==> src/rtl/issue_ctrl_if.sv <==
// -----------------------------------------------------------------------------
// issue_ctrl_if
//   Bundles the instruction-source handshake, the flush control and the issue
//   side outputs of issue_ctrl into one interface.
//
//   Signals:
//     in_valid    source has an instruction word
//     in_instr    {opcode[1:0], RD[4:0], RS1[4:0], RS2[4:0]}
//     in_ready    FIFO can accept a word this cycle
//     flush       drop queued words and clear the scoreboard
//     instr_out   registered instruction driven into the pipeline
//     issue_valid 1 when instr_out carries a real instruction, 0 for a bubble
//     stall_count saturating count of hazard bubbles
//     busy        FIFO non-empty or a write-back still in flight
//
//   Modports:
//     master  instruction source / pipeline side (drives valid, instr, flush)
//     slave   issue_ctrl itself
// -----------------------------------------------------------------------------
interface issue_ctrl_if;
  logic        in_valid;
  logic [16:0] in_instr;
  logic        in_ready;
  logic        flush;
  logic [16:0] instr_out;
  logic        issue_valid;
  logic [15:0] stall_count;
  logic        busy;

  modport master (
    output in_valid, in_instr, flush,
    input  in_ready, instr_out, issue_valid, stall_count, busy
  );

  modport slave (
    input  in_valid, in_instr, flush,
    output in_ready, instr_out, issue_valid, stall_count, busy
  );
endinterface

==> src/rtl/issue_ctrl.sv <==
// -----------------------------------------------------------------------------
// issue_ctrl
//   In-order issue controller in front of the two-stage Tejuino pipeline.
//   Incoming instructions are buffered in a small FIFO. A two-entry
//   scoreboard remembers the destination register of the instruction now on
//   instr_out (S0) and of the one issued the cycle before (S1). If the head
//   instruction reads either of those registers, a NOP bubble is issued
//   instead, because the datapath has no forwarding of its own.
//
//   Ports:
//     clk   rising-edge clock
//     rst   synchronous, active-high reset (priority over everything)
//     bus   issue_ctrl_if.slave: in_valid/in_instr/in_ready handshake,
//           flush, instr_out, issue_valid, stall_count, busy
//
//   Parameters:
//     DEPTH     FIFO entries, power of two, >= 2
//     NOP_INSTR bubble encoding
//     WB_MASK   bit n set means opcode n writes RD
// -----------------------------------------------------------------------------
module issue_ctrl #(
  parameter int          DEPTH     = 4,
  parameter logic [16:0] NOP_INSTR = 17'h00000,
  parameter logic [3:0]  WB_MASK   = 4'b0110
) (
  input  logic         clk,
  input  logic         rst,
  issue_ctrl_if.slave  bus
);

  localparam int          AW         = $clog2(DEPTH);
  localparam logic [AW:0] FULL_COUNT = (AW+1)'(DEPTH);

  typedef struct packed {
    logic [1:0] op;
    logic [4:0] rd;
    logic [4:0] rs1;
    logic [4:0] rs2;
  } instr_t;

  typedef struct packed {
    logic       wb;
    logic [4:0] rd;
  } sb_entry_t;

  // FIFO storage and pointers
  logic [16:0]   r_mem [DEPTH];
  logic [AW-1:0] r_wptr;
  logic [AW-1:0] r_rptr;
  logic [AW:0]   r_count;

  // Scoreboard: S0 = instruction on instr_out, S1 = the one before it
  sb_entry_t     r_s0;
  sb_entry_t     r_s1;

  // Registered outputs
  logic [16:0]   r_instr_out;
  logic          r_issue_valid;
  logic [15:0]   r_stall_count;

  logic          w_empty;
  logic          w_ready;
  logic          w_push;
  logic          w_haz;
  logic          w_pop;
  instr_t        w_head;

  // A source register is pending if either in-flight entry will write it.
  function automatic logic src_pending(input logic [4:0] rs,
                                       input sb_entry_t s0,
                                       input sb_entry_t s1);
    return (s0.wb && (rs == s0.rd)) || (s1.wb && (rs == s1.rd));
  endfunction

  assign w_empty = (r_count == '0);
  assign w_ready = (r_count < FULL_COUNT);
  assign w_push  = bus.in_valid && w_ready;
  assign w_head  = instr_t'(r_mem[r_rptr]);

  // Both source fields are checked regardless of opcode, and R0 is treated
  // like any other register.
  assign w_haz = !w_empty &&
                 (src_pending(w_head.rs1, r_s0, r_s1) ||
                  src_pending(w_head.rs2, r_s0, r_s1));
  assign w_pop = !w_empty && !w_haz;

  // NOTE: the FIFO array carries no reset; an entry is only ever read after
  // it has been written, and the pointers/count alone define what is valid.
  always_ff @(posedge clk) begin
    if (!rst && !bus.flush && w_push) begin
      r_mem[r_wptr] <= bus.in_instr;
    end
  end

  // NOTE: all sequential state uses non-blocking assignments so every
  // register here sees the pre-edge values of the others (S1 <= S0 relies
  // on it).
  always_ff @(posedge clk) begin
    if (rst) begin
      r_wptr        <= '0;
      r_rptr        <= '0;
      r_count       <= '0;
      r_s0          <= '0;
      r_s1          <= '0;
      r_instr_out   <= NOP_INSTR;
      r_issue_valid <= 1'b0;
      r_stall_count <= '0;
    end else if (bus.flush) begin
      // Flush drops queued and incoming words but keeps the stall statistic.
      r_wptr        <= '0;
      r_rptr        <= '0;
      r_count       <= '0;
      r_s0          <= '0;
      r_s1          <= '0;
      r_instr_out   <= NOP_INSTR;
      r_issue_valid <= 1'b0;
    end else begin
      if (w_push) r_wptr <= r_wptr + 1'b1;
      if (w_pop)  r_rptr <= r_rptr + 1'b1;

      case ({w_push, w_pop})
        2'b10:   r_count <= r_count + 1'b1;
        2'b01:   r_count <= r_count - 1'b1;
        default: r_count <= r_count;
      endcase

      r_s1 <= r_s0;
      if (w_pop) begin
        r_instr_out   <= r_mem[r_rptr];
        r_issue_valid <= 1'b1;
        r_s0          <= '{wb: WB_MASK[w_head.op], rd: w_head.rd};
      end else begin
        r_instr_out   <= NOP_INSTR;
        r_issue_valid <= 1'b0;
        r_s0          <= '0;
      end

      if (w_haz && (r_stall_count != 16'hFFFF)) begin
        r_stall_count <= r_stall_count + 1'b1;
      end
    end
  end

  assign bus.in_ready    = w_ready;
  assign bus.instr_out   = r_instr_out;
  assign bus.issue_valid = r_issue_valid;
  assign bus.stall_count = r_stall_count;
  assign bus.busy        = !w_empty || r_s0.wb || r_s1.wb;

endmodule

==> src/flat_wrapper.sv <==
// flat-port wrapper written by rule: the top's interface ports become plain ports
module issue_ctrl_flat 
#(
  parameter int          DEPTH     = 4,
  parameter logic [16:0] NOP_INSTR = 17'h00000,
  parameter logic [3:0]  WB_MASK   = 4'b0110
)
  (clk, rst, bus_in_valid, bus_in_instr, bus_flush, bus_in_ready, bus_instr_out, bus_issue_valid, bus_stall_count, bus_busy);
  issue_ctrl_if bus_i ();
  input  logic clk;
  input  logic rst;
  input wire logic [$bits(bus_i.in_valid)-1:0] bus_in_valid;
  input wire logic [$bits(bus_i.in_instr)-1:0] bus_in_instr;
  input wire logic [$bits(bus_i.flush)-1:0] bus_flush;
  output wire logic [$bits(bus_i.in_ready)-1:0] bus_in_ready;
  output wire logic [$bits(bus_i.instr_out)-1:0] bus_instr_out;
  output wire logic [$bits(bus_i.issue_valid)-1:0] bus_issue_valid;
  output wire logic [$bits(bus_i.stall_count)-1:0] bus_stall_count;
  output wire logic [$bits(bus_i.busy)-1:0] bus_busy;
  assign bus_i.in_valid = bus_in_valid;
  assign bus_i.in_instr = bus_in_instr;
  assign bus_i.flush = bus_flush;
  assign bus_in_ready = bus_i.in_ready;
  assign bus_instr_out = bus_i.instr_out;
  assign bus_issue_valid = bus_i.issue_valid;
  assign bus_stall_count = bus_i.stall_count;
  assign bus_busy = bus_i.busy;
  issue_ctrl #(.DEPTH(DEPTH), .NOP_INSTR(NOP_INSTR), .WB_MASK(WB_MASK)) u_core (.clk(clk), .rst(rst), .bus(bus_i));
endmodule
==> config.mk <==
export PLATFORM = sky130hd
export DESIGN_NAME = issue_ctrl_flat
export DESIGN_NICKNAME = d
export VERILOG_FILES = /design/src/rtl/issue_ctrl_if.sv /design/src/rtl/issue_ctrl.sv /design/src/flat_wrapper.sv
export SDC_FILE = /design/constraint.sdc
export NUM_CORES = 1
export LEC_CHECK = 0
export BUFFER_PORTS_ARGS = -buffer_cell sky130_fd_sc_hd__buf_2
export CAP_MARGIN = 15
export CORE_MARGIN = 3
export CORE_UTILIZATION = 35
export DETAILED_ROUTE_END_ITERATION = 8
export SLEW_MARGIN = 15
export SYNTH_ARGS = -nofsm -noshare
export SYNTH_HDL_FRONTEND = slang
export SYNTH_SLANG_ARGS = --single-unit
==> constraint.sdc <==
create_clock -name clk -period 7.8 [get_ports clk]
set_input_delay 0.39 -clock clk [delete_from_list [all_inputs] [get_ports clk]]
set_output_delay 0.39 -clock clk [all_outputs]
set_load 0.005 [all_outputs]
Word level (Yosys, flattened, before mapping)
Memories as Yosys holds them, arrays and structs flattened. A register that Yosys moved wholly into a read port is not among the register bits.
Index checks and enable logic that the tools add are counted.
W data, S select, Z words.
{ "word_totals": {"mem_count": 1, "elab_cells": 59, "input_bits": 21, "ram_bits": 68, "output_inout_bits": 36, "register_bits": 53} }
{ "memory_table": {"columns": ["name", "words", "word_bits", "read_ports", "rd_ports_with_merged_regs", "write_ports", "line", "rtl"], "rows": [
  ["u_core.r_mem", 4, 17, 1, 1, 1, "issue_ctrl.sv:47", "logic [16:0] r_mem [DEPTH];"]
]} }
{ "classes": {"bitwise": 2, "muxes": 8, "magnitude_cmp": 2, "n_addsub": 5, "n_eq_ne": 7, "n_reduce_logical": 24} }
{ "ops": {"columns": ["cell", "count"], "rows": [
  ["$eq A5 B5 Y1", 4],
  ["$add A16 B1 Y16 const B", 1],
  ["$ne A16 B16 Y1 const B", 1],
  ["$logic_and A1 B1 Y1", 10],
  ["$pmux W3 S2", 1],
  ["$logic_or A1 B1 Y1", 5],
  ["$add A2 B1 Y2 const B", 2],
  ["$logic_not A1 Y1", 4],
  ["$mux W1", 4],
  ["$mux W2", 2],
  ["$add A3 B1 Y3 const B", 1],
  ["$logic_not A3 Y1", 1],
  ["$lt A2 B3 Y1 const B", 1],
  ["$lt A3 B3 Y1 const B", 1],
  ["$reduce_or A3 Y1", 1],
  ["$sub A3 B1 Y3 const B", 1],
  ["$bmux W1 S2", 1],
  ["$eq A2 B1 Y1 const B", 1],
  ["$eq A2 B2 Y1 const B", 1],
  ["$not A1 Y1", 2],
  ["$reduce_and A2 Y1", 1],
  ["$reduce_bool A2 Y1", 1],
  ["$reduce_or A2 Y1", 1]
]} }

Logic depth before layout (Yosys ltp)
{ "logic_depth": {"word_depth": 9, "depth_mapped": 14, "mapped_depth_nobuf": 11} }

Worst setup path before layout
OpenSTA, ideal clock, no wires.
{ "synth_timing": {"path_kind": "reg-to-reg", "start": "reg with a tool-made name", "end": "reg u_core.r_count[2]", "slack_ns": 4.598, "arrival_ns": 3.132, "setup_ns": 0.070, "required_time_ns": 7.730, "path_stages_with_launch": 15, "cell_sequence": "dfxtp_1 buf_6 buf_12 mux2i_1 mux2i_1 xor2_1 a2111oi_2 or4_1 clkbuf_2 nor2_1 ha_1 fa_1 xnor2_1 or3_1 a21oi_1"} }
{ "synth_rtl": {"columns": ["item", "line", "rtl"], "rows": [
  ["to (signal assigned)", "issue_ctrl.sv:122", "2'b10: r_count <= r_count + 1'b1;"],
  ["to (signal assigned)", "issue_ctrl.sv:123", "2'b01: r_count <= r_count - 1'b1;"],
  ["to (signal assigned)", "issue_ctrl.sv:124", "default: r_count <= r_count;"],
  ["to (decl)", "issue_ctrl.sv:50", "logic [AW:0] r_count;"]
]} }

==> key figures <==
Outcome
  – Outcome: complete, no violations

Logic synthesis
  – Post-Syn Nets: 400
  – Cell area after synthesis: 0.00498 sq mm
  – Post-synth EDFFs: 68
  – Syn avg cell area: 13.4 sq um
  – Ys Warns: 0
  – Synthesized instance count: 372
  – Ys flop type: edfxtp_1
  – FF+latch count, synth: 118
  – Netlist cell types: 45
  – Post-synth ARST share: 0%
  – Sequential element share of the synthesized area: 61.1%

Timing
  – Final period util: 48.9%
  – Rel. slew slack: 30.1%
  – Minimum clock period: 3810 ps
  – RSZ-0062 raised after global routing: no
  – Finish-stage setup viols: 0
  – Setup Skew: 6.36 ps
  – Setup TNS: 0 ps
  – Actual slew at the worst max-slew pin: 1050 ps
  – Fmax: 262 MHz
  – Final Worst Setup Slack: 3990 ps
  – Max-slew violation count: 0
  – Fin. Hold Viols: 0

Setup path
  – Worst R2R Setup Slack: 3990 ps
  – WP data required: 8140 ps
  – CP arrival: 4150 ps
  – CP endpoint kind: flop
  – Setup CP Type: reg2reg
  – Kind of start point of the critical path: flop
  – Critical path fanouts, max: 24

Floorplan
  – Width of the die: 125 microns
  – Row count: 42
  – Die area: 0.0157 sq mm
  – Core Region: 0.0136 sq mm
  – Die Y: 125 microns
  – Boundary pin count: 57
  – Starting Density: 36.7%

Run
  – Max-cap violations: 0

Power
  – Leakage power: 2.24 nW
  – Pwr Density: 254 mW/mm^2
  – Maximum VDD drop: 0.201 mV

Route
  – DR vias: 3026
  – Vias per cell: 4.90
  – Detail Route Antenna Nets: 0
  – Drt pass-1 iters: 4
  – Wire per inst: 16.6 microns
  – DRC viols: 0
  – Total routed wirelength: 10.3 mm
  – Initial DRC Count: 182

Clocking
  – # Post-CTS Setup Buffers: 0
  – Clk sink count: 118
  – Cts repair resizes: 0
  – CTS tree: built
  – CTS Buf Count: 17
  – # H-tree levels: 4
  – Clock Latency Late Sink: 410 ps
  – Cts hold-fix bufs: 0
  – CTS Root Cell: clkbuf_16
  – CTS clock-pin slew for the worst setup and hold paths: 50 ps
  – Clk buf depth: 2

Global routing
  – Vias in the first global route: 3162
  – GR Util All Layers: 13.5%
  – Largest net degree at the start of global routing: 30
  – First-pass GRT wire length: 16.3 mm
  – Total grt overflow: 0
  – Initial antenna violation count: 0

Finish
  – Nets@finish: 457
  – Share of layout cells above drive strength 1: 26.7%
  – Layout fillers: 1245
  – Count of inserted antenna diode cells: 0
  – Layout area overhead: 19.5%

Place
  – Gpl congestion: 0.851
  – DP Worst Slack: 3960 ps
  – Input/output buffers: 56
  – Post-DP HPWL: 6.98 mm

Min path
  – Hold crit path type: in2reg
==> layer usage <==
metal	routed length, microns	up-vias	GRT usage (%)
met5	0	-	0
met4	227	0	6.19
met3	501	20	4.82
met2	5140	78	22.7
met1	4400	1455	15.3
li1	-	1473	-
==> Yosys cell counts (2+ instances only) <==
| library cell | number | area share [%] |
|---|---|---|
| edfxtp_1 | 68 | 41 |
| dfxtp_1 | 50 | 20 |
| nor2_1 | 25 | 1.9 |
| nor2b_1 | 19 | 2.4 |
| xor2_1 | 16 | 2.8 |
| and3_1 | 15 | 1.9 |
| and2_1 | 14 | 1.8 |
| xnor2_1 | 13 | 2.3 |
| mux4_2 | 12 | 5.4 |
| mux2i_1 | 11 | 2.2 |
| a21oi_1 | 10 | 1.0 |
| clkbuf_1 | 10 | 0.75 |
| nand4_1 | 10 | 1.3 |
| o21ai_0 | 10 | 1.0 |
| mux2_2 | 9 | 2.0 |
| buf_4 | 8 | 1.2 |
| inv_1 | 8 | 0.60 |
| or3_1 | 8 | 1.0 |
| nand2_1 | 7 | 0.53 |
| ha_1 | 6 | 1.5 |
| nand3_1 | 6 | 0.60 |
| a211oi_1 | 5 | 0.75 |
| nor3_1 | 4 | 0.40 |
| or4_1 | 3 | 0.45 |
| mux2i_2 | 2 | 0.55 |
| nand2b_1 | 2 | 0.25 |
| o2111ai_1 | 2 | 0.35 |
| o211ai_1 | 2 | 0.30 |
==> registers in the layout, summed over array words and instances (netlist names), named ones only <==
name,flops
u_core.r_count,3
u_core.r_s1,6
u_core.r_rptr,2
u_core.bus.issue_valid,1
u_core.bus.stall_count,16
u_core.r_wptr,2
u_core.bus.instr_out,17
u_core.r_mem,68
u_core.r_s0,1
==> where the power goes <==
group / internal (W) / leakage (nW) / switching, W
sequential: 0.000669 / 1.02 / 0.00000708
combinational: 0.0000340 / 0.950 / 0.0000464
clock: 0.000472 / 0.273 / 0.000280
total: 0.00117 / 2.24 / 0.000334
==> worst max-delay path, cell delays in order, from the launching register on <==
cell and delay [ps]:
dfxtp_1 300, buf_4 340, mux2i_1 410, xor2_1 180
nand4_1 130, a2111oi_2 570, or4_1 320, nor2_1 180
ha_1 310, fa_1 390, xnor2_1 140, or3_1 310
a21oi_1 140
==> cell families (layout without fill, tap and decap cells) <==
| kind of cell | count (synthesis) | count (layout) | share of synthesized area [%] |
|---|---|---|---|
| AO/OA/AOI/OAI | 33 | 33 | 4.20 |
| flip-flops | 118 | 118 | 61.1 |
| buffers and inverters | 30 | 100 | 3.37 |
| adder cells (fa/ha/maj) | 7 | 7 | 1.91 |
| multiplexers | 35 | 35 | 10.5 |
| XOR/XNOR | 29 | 29 | 5.10 |
| AND/OR/NAND/NOR | 120 | 120 | 13.8 |
==> metrics by stage <==
stage | hold WS (ps) | utilization (%) | instance area [sq um] | total power [W] | std cells
finish | 190 | 43.9 | 5950 | 0.00151 | 618
global route | 175 | 43.9 | 5950 | 0.00156 | 618
CTS | 171 | 43.9 | 5950 | 0.00153 | 618
detailed placement | 486 | 39.6 | 5370 | 0.000770 | 586
global placement | 475 | 39.6 | 5370 | 0.000767 | 586
floorplan | 459 | - | 4980 | 0.000742 | 372
==> worst paths after layout <==
check,start,end,depth (start not counted)
min reg2reg,u_core.r_rptr[1],flop,2
max,flop,u_core.r_count[2],12
min,bus_in_instr[14],u_core.r_mem[1][14],1
max reg2reg,flop,u_core.r_count[2],12
==> cells in the final DEF (no fill, tap or decap), types with 5 or more instances in the layout <==
master,instances
a211oi_1,5
a21oi_1,10
and2_1,14
and3_1,15
buf_2,56
clkbuf_16,17
dfxtp_1,50
edfxtp_1,68
ha_1,6
inv_1,8
mux2_2,9
mux2i_1,11
mux4_2,12
nand2_1,7
nand3_1,6
nand4_1,10
nor2_1,25
nor2b_1,19
o21ai_0,10
or3_1,8
xnor2_1,13
xor2_1,16
==> cell type report <==
cell class,count,area [sq um],area share (%)
clock buffers,18,429,7.21
inverters,9,33.8,0.568
repair buffers,59,303,5.09
well taps,176,220,3.70
flip-flops and latches,118,3040,51.2
multi-input cells,224,1770,29.7
clock inverters,14,153,2.57
(Power assumes the default switching activity.)
